## src/rtl/uart_pkg.sv

```systemverilog
// uart_pkg: receiver state encoding and default constants shared by the
// UART receive path. The PARITY state exists only when UART_RX_PARITY_EN
// is defined.
package uart_pkg;

  localparam int CLK_DIV_9600_10MHZ = 1042;
  localparam int DATA_WIDTH_DEF     = 8;

  typedef enum logic [2:0] {
    ST_IDLE,
    ST_START,
    ST_DATA,
`ifdef UART_RX_PARITY_EN
    ST_PARITY,
`endif
    ST_STOP,
    ST_WAIT_IDLE
  } uart_state_e;

endpackage

```

## src/rtl/uart_fifo.sv

```systemverilog
// uart_fifo: small synchronous FIFO for received words. A push into a full
// FIFO is accepted only when a pop happens in the same cycle. The head is
// forced to zero while empty so nothing stale is shown after reset.
module uart_fifo #(
  parameter int WIDTH = 8,
  parameter int DEPTH = 4
) (
  input  logic                   clk_i,
  input  logic                   rst_i,
  input  logic                   push_i,
  input  logic [WIDTH-1:0]       data_i,
  input  logic                   pop_i,
  output logic [WIDTH-1:0]       data_o,
  output logic                   full_o,
  output logic                   empty_o,
  output logic [$clog2(DEPTH):0] level_o
);

  localparam int AW = $clog2(DEPTH);

  logic [WIDTH-1:0] mem [DEPTH];
  logic [AW-1:0]    wr_ptr, rd_ptr;
  logic             do_push, do_pop;

  assign full_o  = (level_o == (AW+1)'(DEPTH));
  assign empty_o = (level_o == '0);
  assign do_pop  = pop_i & ~empty_o;
  assign do_push = push_i & (~full_o | do_pop);
  assign data_o  = empty_o ? '0 : mem[rd_ptr];

  // Pointers wrap naturally since DEPTH is a power of two.
  always_ff @(posedge clk_i) begin
    if (rst_i) begin
      wr_ptr  <= '0;
      rd_ptr  <= '0;
      level_o <= '0;
    end else begin
      if (do_push) wr_ptr <= wr_ptr + 1'b1;
      if (do_pop)  rd_ptr <= rd_ptr + 1'b1;
      case ({do_push, do_pop})
        2'b10:   level_o <= level_o + 1'b1;
        2'b01:   level_o <= level_o - 1'b1;
        default: ;
      endcase
    end
  end

  // Storage needs no reset; the head is masked while empty.
  always_ff @(posedge clk_i) begin
    if (do_push) mem[wr_ptr] <= data_i;
  end

endmodule

```

## src/rtl/uart_rx_fifo.sv

```systemverilog
// uart_rx_fifo: UART receiver (8N1 style, LSB first) feeding a small FIFO.
// Define UART_RX_PARITY_EN to add a parity bit after the data bits.
module uart_rx_fifo
  import uart_pkg::*;
#(
  parameter int CLK_DIV    = CLK_DIV_9600_10MHZ,
  parameter int DATA_WIDTH = DATA_WIDTH_DEF,
  parameter int FIFO_DEPTH = 4,
  parameter int PARITY_ODD = 0
) (
  input  logic                        clk_i,
  input  logic                        rst_i,
  input  logic                        uart_rx_i,
  output logic [DATA_WIDTH-1:0]       data_o,
  output logic                        valid_o,
  input  logic                        ready_i,
  output logic                        frame_err_o,
  output logic                        parity_err_o,
  output logic                        overrun_o,
  output logic [$clog2(FIFO_DEPTH):0] level_o
);

  localparam int CW = $clog2(CLK_DIV);
  localparam int IW = $clog2(DATA_WIDTH);
  localparam logic [CW-1:0] CNT_HALF = CW'(CLK_DIV / 2);
  localparam logic [CW-1:0] CNT_FULL = CW'(CLK_DIV - 1);
  localparam logic [IW-1:0] IDX_LAST = IW'(DATA_WIDTH - 1);

  uart_state_e           state, state_n;
  logic [1:0]            sync;
  logic                  rx_prev, rx_s, fall, tick;
  logic [CW-1:0]         cnt;
  logic [IW-1:0]         idx;
  logic [DATA_WIDTH-1:0] shreg;
  logic                  ld_half, ld_full, shift_en, par_smp;
  logic                  stop_good, stop_bad, par_bad, push_q;
  logic                  full, empty, pop;

  assign rx_s = sync[1];
  assign fall = rx_prev & ~rx_s;
  assign tick = (cnt == '0);

  // Two-flop synchroniser plus one delay stage for falling-edge detection.
  always_ff @(posedge clk_i) begin
    if (rst_i) {rx_prev, sync} <= '1;
    else       {rx_prev, sync} <= {sync, uart_rx_i};
  end

  // State register.
  always_ff @(posedge clk_i) begin
    if (rst_i) state <= ST_IDLE;
    else       state <= state_n;
  end

  // Next-state logic; every sample point is a counter tick.
  always_comb begin
    state_n = state;
    case (state)
      ST_IDLE:  if (fall) state_n = ST_START;
      ST_START: if (tick) state_n = rx_s ? ST_IDLE : ST_DATA;
      ST_DATA:  if (tick && idx == IDX_LAST) begin
`ifdef UART_RX_PARITY_EN
        state_n = ST_PARITY;
`else
        state_n = ST_STOP;
`endif
      end
`ifdef UART_RX_PARITY_EN
      ST_PARITY:    if (tick) state_n = ST_STOP;
`endif
      ST_STOP:      if (tick) state_n = rx_s ? ST_IDLE : ST_WAIT_IDLE;
      ST_WAIT_IDLE: if (rx_s) state_n = ST_IDLE;
      default:      state_n = ST_IDLE;
    endcase
  end

  // Datapath strobes decoded from the current state.
  always_comb begin
    ld_half   = 1'b0;
    ld_full   = 1'b0;
    shift_en  = 1'b0;
    par_smp   = 1'b0;
    stop_good = 1'b0;
    stop_bad  = 1'b0;
    case (state)
      ST_IDLE:  ld_half = fall;
      ST_START: ld_full = tick;
      ST_DATA: begin
        ld_full  = tick;
        shift_en = tick;
      end
`ifdef UART_RX_PARITY_EN
      ST_PARITY: begin
        ld_full = tick;
        par_smp = tick;
      end
`endif
      ST_STOP: begin
        stop_good = tick & rx_s;
        stop_bad  = tick & ~rx_s;
      end
      default: ;
    endcase
  end

  // Bit timer, bit index, shift register, push request and framing flag.
  always_ff @(posedge clk_i) begin
    if (rst_i) begin
      cnt         <= '0;
      idx         <= '0;
      shreg       <= '0;
      push_q      <= 1'b0;
      frame_err_o <= 1'b0;
    end else begin
      if (ld_half)       cnt <= CNT_HALF;
      else if (ld_full)  cnt <= CNT_FULL;
      else if (!tick)    cnt <= cnt - 1'b1;
      if (ld_half)       idx <= '0;
      else if (shift_en) idx <= idx + 1'b1;
      if (shift_en)      shreg <= {rx_s, shreg[DATA_WIDTH-1:1]};
      push_q      <= stop_good & ~par_bad;
      frame_err_o <= stop_bad;
    end
  end

`ifdef UART_RX_PARITY_EN
  localparam logic PAR_SENSE = (PARITY_ODD != 0);

  // Parity check: XOR of data and parity bit must equal the selected sense.
  always_ff @(posedge clk_i) begin
    if (rst_i) begin
      par_bad      <= 1'b0;
      parity_err_o <= 1'b0;
    end else begin
      if (ld_half)      par_bad <= 1'b0;
      else if (par_smp) par_bad <= ((^shreg) ^ rx_s) != PAR_SENSE;
      parity_err_o <= par_smp & (((^shreg) ^ rx_s) != PAR_SENSE);
    end
  end
`else
  logic unused_par_odd;
  assign unused_par_odd = (PARITY_ODD != 0);
  assign par_bad        = 1'b0;
  assign parity_err_o   = 1'b0;
`endif

  assign valid_o   = ~empty;
  assign pop       = valid_o & ready_i;
  assign overrun_o = push_q & full & ~pop;

  uart_fifo #(
    .WIDTH (DATA_WIDTH),
    .DEPTH (FIFO_DEPTH)
  ) u_fifo (
    .clk_i   (clk_i),
    .rst_i   (rst_i),
    .push_i  (push_q),
    .data_i  (shreg),
    .pop_i   (pop),
    .data_o  (data_o),
    .full_o  (full),
    .empty_o (empty),
    .level_o (level_o)
  );

endmodule

```

## config.mk

```make
export PLATFORM = sky130hd
export DESIGN_NAME = uart_rx_fifo
export DESIGN_NICKNAME = d
export VERILOG_FILES = /design/src/rtl/uart_pkg.sv /design/src/rtl/uart_fifo.sv /design/src/rtl/uart_rx_fifo.sv
export SDC_FILE = /design/constraint.sdc
export NUM_CORES = 1
export LEC_CHECK = 0
export ABC_CLOCK_PERIOD_IN_PS = 5650
export CORE_MARGIN = 1
export CORE_UTILIZATION = 45
export DETAILED_ROUTE_END_ITERATION = 10
export GPL_TIMING_DRIVEN = 0
export SLEW_MARGIN = 10
export SYNTH_ARGS = -nofsm -noshare
export SYNTH_HDL_FRONTEND = slang
export SYNTH_HIERARCHICAL = 1
export SYNTH_SLANG_ARGS = --single-unit
```

## constraint.sdc

```tcl
create_clock -name clk_i -period 5.65 [get_ports clk_i]
set_clock_uncertainty 0.15 [all_clocks]
set_input_delay 1.13 -clock clk_i [delete_from_list [all_inputs] [get_ports clk_i]]
set_output_delay 1.13 -clock clk_i [all_outputs]
set_load 0.05 [all_outputs]
```

* After elaboration in Yosys (flattened, before gate mapping) *
Memory sizes are Yosys's and may differ from the RTL's. A register that Yosys moved wholly into a read port is not among the register bits.
Cells that the tools add are included.

word-level totals
  register bits = 37
  memory bits (writable) = 32
  input bits = 4
  output and inout bits = 15
  word-level logic and storage cells = 79
  memories = 1

memory list
  name        words  bits a word  rd ports  clocked after Yosys merged registers in  wr ports  RTL line         source
  u_fifo.mem  4      8            1         1                                        1         uart_fifo.sv:21  logic [WIDTH-1:0] mem [DEPTH];

operators by class
  add/subtract/negate cells = 6
  equal/unequal tests = 15
  multiplexer cells = 20
  bitwise logic cells = 14
  reduce and logical (&&, ||, !) cells = 10

operator list
  operator                                                count
  two-way mux 11 bit                                      2
  two-way mux 3 bit                                       6
  case mux 3 bit (5 select lines)                         1
  zero test 11 bit                                        1
  subtractor 11 x 1 -> 11 bit (second input constant)     1
  two-way mux 10 bit                                      1
  inequality test 2 bit (second input constant)           5
  == test 3 bit (second input constant)                   3
  AND 1 bit                                               8
  two-way mux 8 bit                                       1
  adder 3 x 1 -> 3 bit (second input constant)            2
  == test 3 x 2 -> 1 bit (second input constant)          2
  zero test 3 bit                                         2
  two-way mux 2 bit                                       3
  case mux 3 bit (2 select lines)                         1
  OR reduction 2 bit                                      3
  two-way mux 1 bit                                       5
  NOT 1 bit                                               5
  AND reduction 5 bit                                     1
  adder 2 x 1 -> 2 bit (second input constant)            2
  == test 3 x 1 -> 1 bit (second input constant)          1
  inequality test 3 x 1 -> 1 bit (second input constant)  1
  OR reduction 3 bit                                      1
  subtractor 3 x 1 -> 3 bit (second input constant)       1
  other kinds (6)                                         6

* Longest topological paths before layout *
Gate-level depths: netlist (run 1).

  depth in word-level cells = 8
  gate-level depth with buffers = 10

* Hierarchy *
The synthesis (run 1) kept the hierarchy.

by module, submodules not included
  module        instances  cells each  area each (sq um)
  uart_fifo     1          115         1779.2
  uart_rx_fifo  1          149         1467.7

* Least setup slack after synthesis (run 1) *
OpenSTA, ideal clock, no wires.

  path type = input to output
  start point = input port ready_i
  end point = output port overrun_o
  data arrival time = 1931 ps
  required time = 4370 ps
  path slack = 2439 ps
  stages on the path = 2
  cell sequence = nor2b_1 -> nor2_1

between the ends
  cells in the longest elaborated chain, start to end = 3

RTL lines
  element      RTL line             source
  from (decl)  uart_rx_fifo.sv:16   input logic ready_i,
  AND 1 bit    uart_rx_fifo.sv:148  assign pop = valid_o & ready_i;
  NOT 1 bit    uart_rx_fifo.sv:149  assign overrun_o = push_q & full & ~pop;
  AND 1 bit    uart_rx_fifo.sv:149
  to (decl)    uart_rx_fifo.sv:19   output logic overrun_o,

Every way passes these cells.

* Worst setup path in the final report (run 1) *
  start point = input port ready_i
  end point = output port overrun_o

between the ends
  cells in the longest elaborated chain, start to end = 3

RTL lines
  element        RTL line             source
  AND 1 bit      uart_rx_fifo.sv:148
  named net pop  uart_rx_fifo.sv:37   logic full, empty, pop;
  NOT 1 bit      uart_rx_fifo.sv:149
  AND 1 bit      uart_rx_fifo.sv:149

The timed path passes the listed nets, and every way through them passes these cells.

==> results of run 1 <==
## cells in the final DEF (no fill, tap or decap), types with 4 or more instances in the layout
master and count:
clkbuf_8 9, nand3_1 5, dfxtp_1 39, ha_1 8
or2_2 4, edfxtp_1 32, clkdlybuf4s50_1 17, and3_1 6
nor2_1 27, xor2_1 5, a31oi_1 4, a21oi_1 8
nor3_1 7, mux4_2 8, mux2i_1 11, xnor2_1 4
nand2_1 7, nor2b_1 13, inv_1 9, o21ai_0 5
buf_2 6
## sequential cells by signal, summed over array words and instances (netlist names), named ones only
register and cells:
cnt 11, state 3, u_fifo/rd_ptr 2, shreg 8, frame_err_o 1, rx_prev 1
u_fifo/mem 32, sync 2, push_q 1, u_fifo/wr_ptr 2, u_fifo/level_o 3, idx 3
## cell usage after synthesis, types with 6 or more instances
library cell | count | share of area [%]
dfxtp_1 | 39 | 24
edfxtp_1 | 32 | 30
nor2_1 | 27 | 3.1
nor2b_1 | 13 | 2.5
mux2i_1 | 11 | 3.4
inv_1 | 9 | 1.0
a21oi_1 | 8 | 1.2
ha_1 | 8 | 3.1
mux4_2 | 8 | 5.5
nand2_1 | 7 | 0.81
nor3_1 | 7 | 1.1
and3_1 | 6 | 1.2
buf_2 | 6 | 0.92
## worst reg2reg max path, stage by stage (launching register included)
cell	delay [ns]
dfxtp_1	0.32
buf_2	0.18
nor3_2	0.58
nor2b_1	0.13
buf_2	0.21
o31ai_1	0.12
nand2b_1	0.20
fa_1	0.23
nand2b_1	0.08
or3b_1	0.37
a31oi_1	0.16
## power by group through the flow
stage	logic (mW)	registers, mW	clock network (mW)
floorplan	0.272	0.624	0
finish	0.324	0.625	0.455
global route	0.358	0.632	0.491
CTS	0.326	0.624	0.468
detailed placement	0.323	0.635	0
global placement	0.320	0.636	0
## final timing paths
path                                                     start                        endpoint
worst max-delay path                                   ready_i                       overrun_o
worst min-delay path                        sync[0]$_SDFF_PP1_              sync[1]$_SDFF_PP1_
worst max register to register  u_fifo/level_o[2]$_SDFFE_PP0P_  u_fifo/level_o[2]$_SDFFE_PP0P_
worst min register to register              sync[0]$_SDFF_PP1_              sync[1]$_SDFF_PP1_
## cell families after synthesis
kind of cell,after synthesis,share of synthesized area [%]
DFF,71,53.6
buffers and inverters,24,4.32
and+or+nand+nor,94,18.2
muxes,22,9.98
adders and majority gates,9,3.70
xor gates and xnor gates,9,2.43
AOI/OAI and AO/OA,34,7.67
other,1,0.115
## routing by layer
metal	wire, um	track usage (%)	vias to the layer above
met2	2430	24.3	29
met3	171	4.27	8
met4	90	8.18	0
met1	2680	21.4	944
met5	0	0	-
li1	-	-	1013
## stage by stage
step	cells	cell area, um2	setup slack, ns	total power [mW]
floorplan	264	3250	2.44	0.896
global placement	377	3540	1.77	0.956
detailed placement	377	3540	1.77	0.958
CTS	393	3760	1.77	1.42
global route	393	3760	1.68	1.48
finish	393	3760	1.79	1.40
## cell type report
cell class              instances  area, um2
plain buffers                  15        106
clock inverters                 7        103
inverters                       9       33.8
repair buffers                 17        170
multi-input cells             169       1370
clock buffers                   9        124
fillers                       585       3110
flip-flops and latches         71       1740
well taps                      96        120
==> impl_metrics.env, run 1 <==
export IMPL_status="complete, no violations"
export IMPL_hold_slack_ns=0.264
export IMPL_path_max_fanout=2
export IMPL_hpwlAfterDp_um=3710
export IMPL_cts_buffers=9
export IMPL_p_leak_nw=1.33
export IMPL_fin_crit_ns=3.86
export IMPL_switching_share_pct=30.4
export IMPL_grt_start_max_net_pins=15
export IMPL_crit_type="input pin to output port"
export IMPL_cp_depth=4
export IMPL_wirelength_um=5360
export IMPL_cts_setup_buffers=0
export IMPL_synth_area_mm2=0.00325
export IMPL_area_growth_pct=15.9
export IMPL_reg2reg_slack_ns=2.83
export IMPL_hold_depth=1
export IMPL_worstSetupStartpointType="input pin"
export IMPL_final_setup_viol_count=0
export IMPL_vdd_drop_max_mv=0.259
export IMPL_grt_pass1_vias=1809
export IMPL_p_per_area_mw_per_mm2=373
export IMPL_via_per_inst=5.07
export IMPL_grt_pass1_wl_um=8980
export IMPL_initial_core_util_pct=47.3
export IMPL_p_sw_mw=0.427
export IMPL_required_ns=4.37
export IMPL_synth_seq_cells=71
export IMPL_yosysSeqAreaShare_pct=53.6
export IMPL_finalMaxSlewViolations=0
export IMPL_fin_util_pct=54.8
export IMPL_cts_sinks=71
export IMPL_finalCritPeriodShare_pct=68.4
export IMPL_r2r_cells=10
export IMPL_dieWidth_um=86.9
export IMPL_synth_ff_type="dfxtp_1"
export IMPL_hold_buffers=0
export IMPL_worstMarginPinSlew_ns=0.657
export IMPL_endpoint_kind="output port"
export IMPL_hold_viol_final=0
export IMPL_avgSynthCellArea_um2=12.3
export IMPL_max_cap_viol_count=0
export IMPL_yosysWarnings=6
export IMPL_cts_root_buf="clkbuf_8"
export IMPL_p_comb_share_pct=23.1
export IMPL_synth_edf_count=32
export IMPL_finalWeightedCongestion=0.751
export IMPL_drtAntennaViolNets=0
export IMPL_num_antenna_cells=0
export IMPL_p_int_mw=0.976
export IMPL_cp_cell_sequence="clkdlybuf4s50_1, nor2b_1, nor2_1, clkdlybuf4s50_1"
export IMPL_cpPeakStageDelay_ns=0.80
export IMPL_grt_use_total_pct=16.1
export IMPL_drive_above_1_share_pct=19.5
export IMPL_num_vias=1994
export IMPL_wl_per_cell_um=13.6
export IMPL_cts_buffer_depth=2
export IMPL_cts_tree="yes"
export IMPL_antenna_found_initial=0
export IMPL_max_slew_margin_rel_pct=56.0
export IMPL_nets=305
export IMPL_syn_nets=277
export IMPL_clock_fmax_mhz=259
export IMPL_syn_instance_count=264
export IMPL_drc=0
export IMPL_cpMostUsedCell="clkdlybuf4s50_1"
export IMPL_fp_dieArea_mm2=0.00756
export IMPL_grt_overflow=0
export IMPL_crit_buf_inv=2
export IMPL_drt_pass1_iter_count=4
export IMPL_async_flop_share_pct=0
export IMPL_fp_coreArea_mm2=0.00687
export IMPL_cts_resized=0
export IMPL_clk_pin_slew_worst_paths_ns=0.08
export IMPL_cts_htree_levels=3
export IMPL_worstPathArrival_ns=2.58
export IMPL_crit_family="buffers and inverters"
export IMPL_hold_class="flip-flop to flip-flop"
export IMPL_num_io_pins=19
export IMPL_p_seq_share_pct=44.5
export IMPL_first_iter_violations=53
export IMPL_rows=30
export IMPL_die_y_um=86.9
export IMPL_power_frac_clock_pct=32.4
export IMPL_critPathSlowestCell="clkdlybuf4s50_1"
export IMPL_port_buffers=17
export IMPL_setup_tns_ns=0
export IMPL_worstSkewPairLatency_ns=0.34
export IMPL_rsz0062_at_grt="false"
export IMPL_yosysUniqueCellTypes=60
No activity file was read; power rests on OpenSTA's default activity.
==> run 2, diff against run 1 <==
--- a/config.mk
+++ b/config.mk
@@ -5,7 +5,7 @@
 export SDC_FILE = /design/constraint.sdc
 export NUM_CORES = 1
 export LEC_CHECK = 0
-export ABC_CLOCK_PERIOD_IN_PS = 5650
+export ABC_CLOCK_PERIOD_IN_PS = 3900
 export CORE_MARGIN = 1
 export CORE_UTILIZATION = 45
 export DETAILED_ROUTE_END_ITERATION = 10
==> constraint.sdc (replaced) <==
create_clock -name clk_i -period 3.9 [get_ports clk_i]
set_clock_uncertainty 0.15 [all_clocks]
set_input_delay 0.78 -clock clk_i [delete_from_list [all_inputs] [get_ports clk_i]]
set_output_delay 0.78 -clock clk_i [all_outputs]
set_load 0.05 [all_outputs]
==> results of run 2 <==
Same layout as run 1 (identical final DEF). Status: complete, no violations.
Main changes from that run: setup slack after placement 1.77 ns -> 0.720 ns; setup slack after layout 1.79 ns -> 0.481 ns; start point of the critical path ready_i -> u_fifo/level_o[2]$_SDFFE_PP0P_; register-to-register setup slack 2.83 ns -> 1.08 ns; total power 1.40 mW -> 2.03 mW; worst IR drop on VDD 0.259 mV -> 0.375 mV
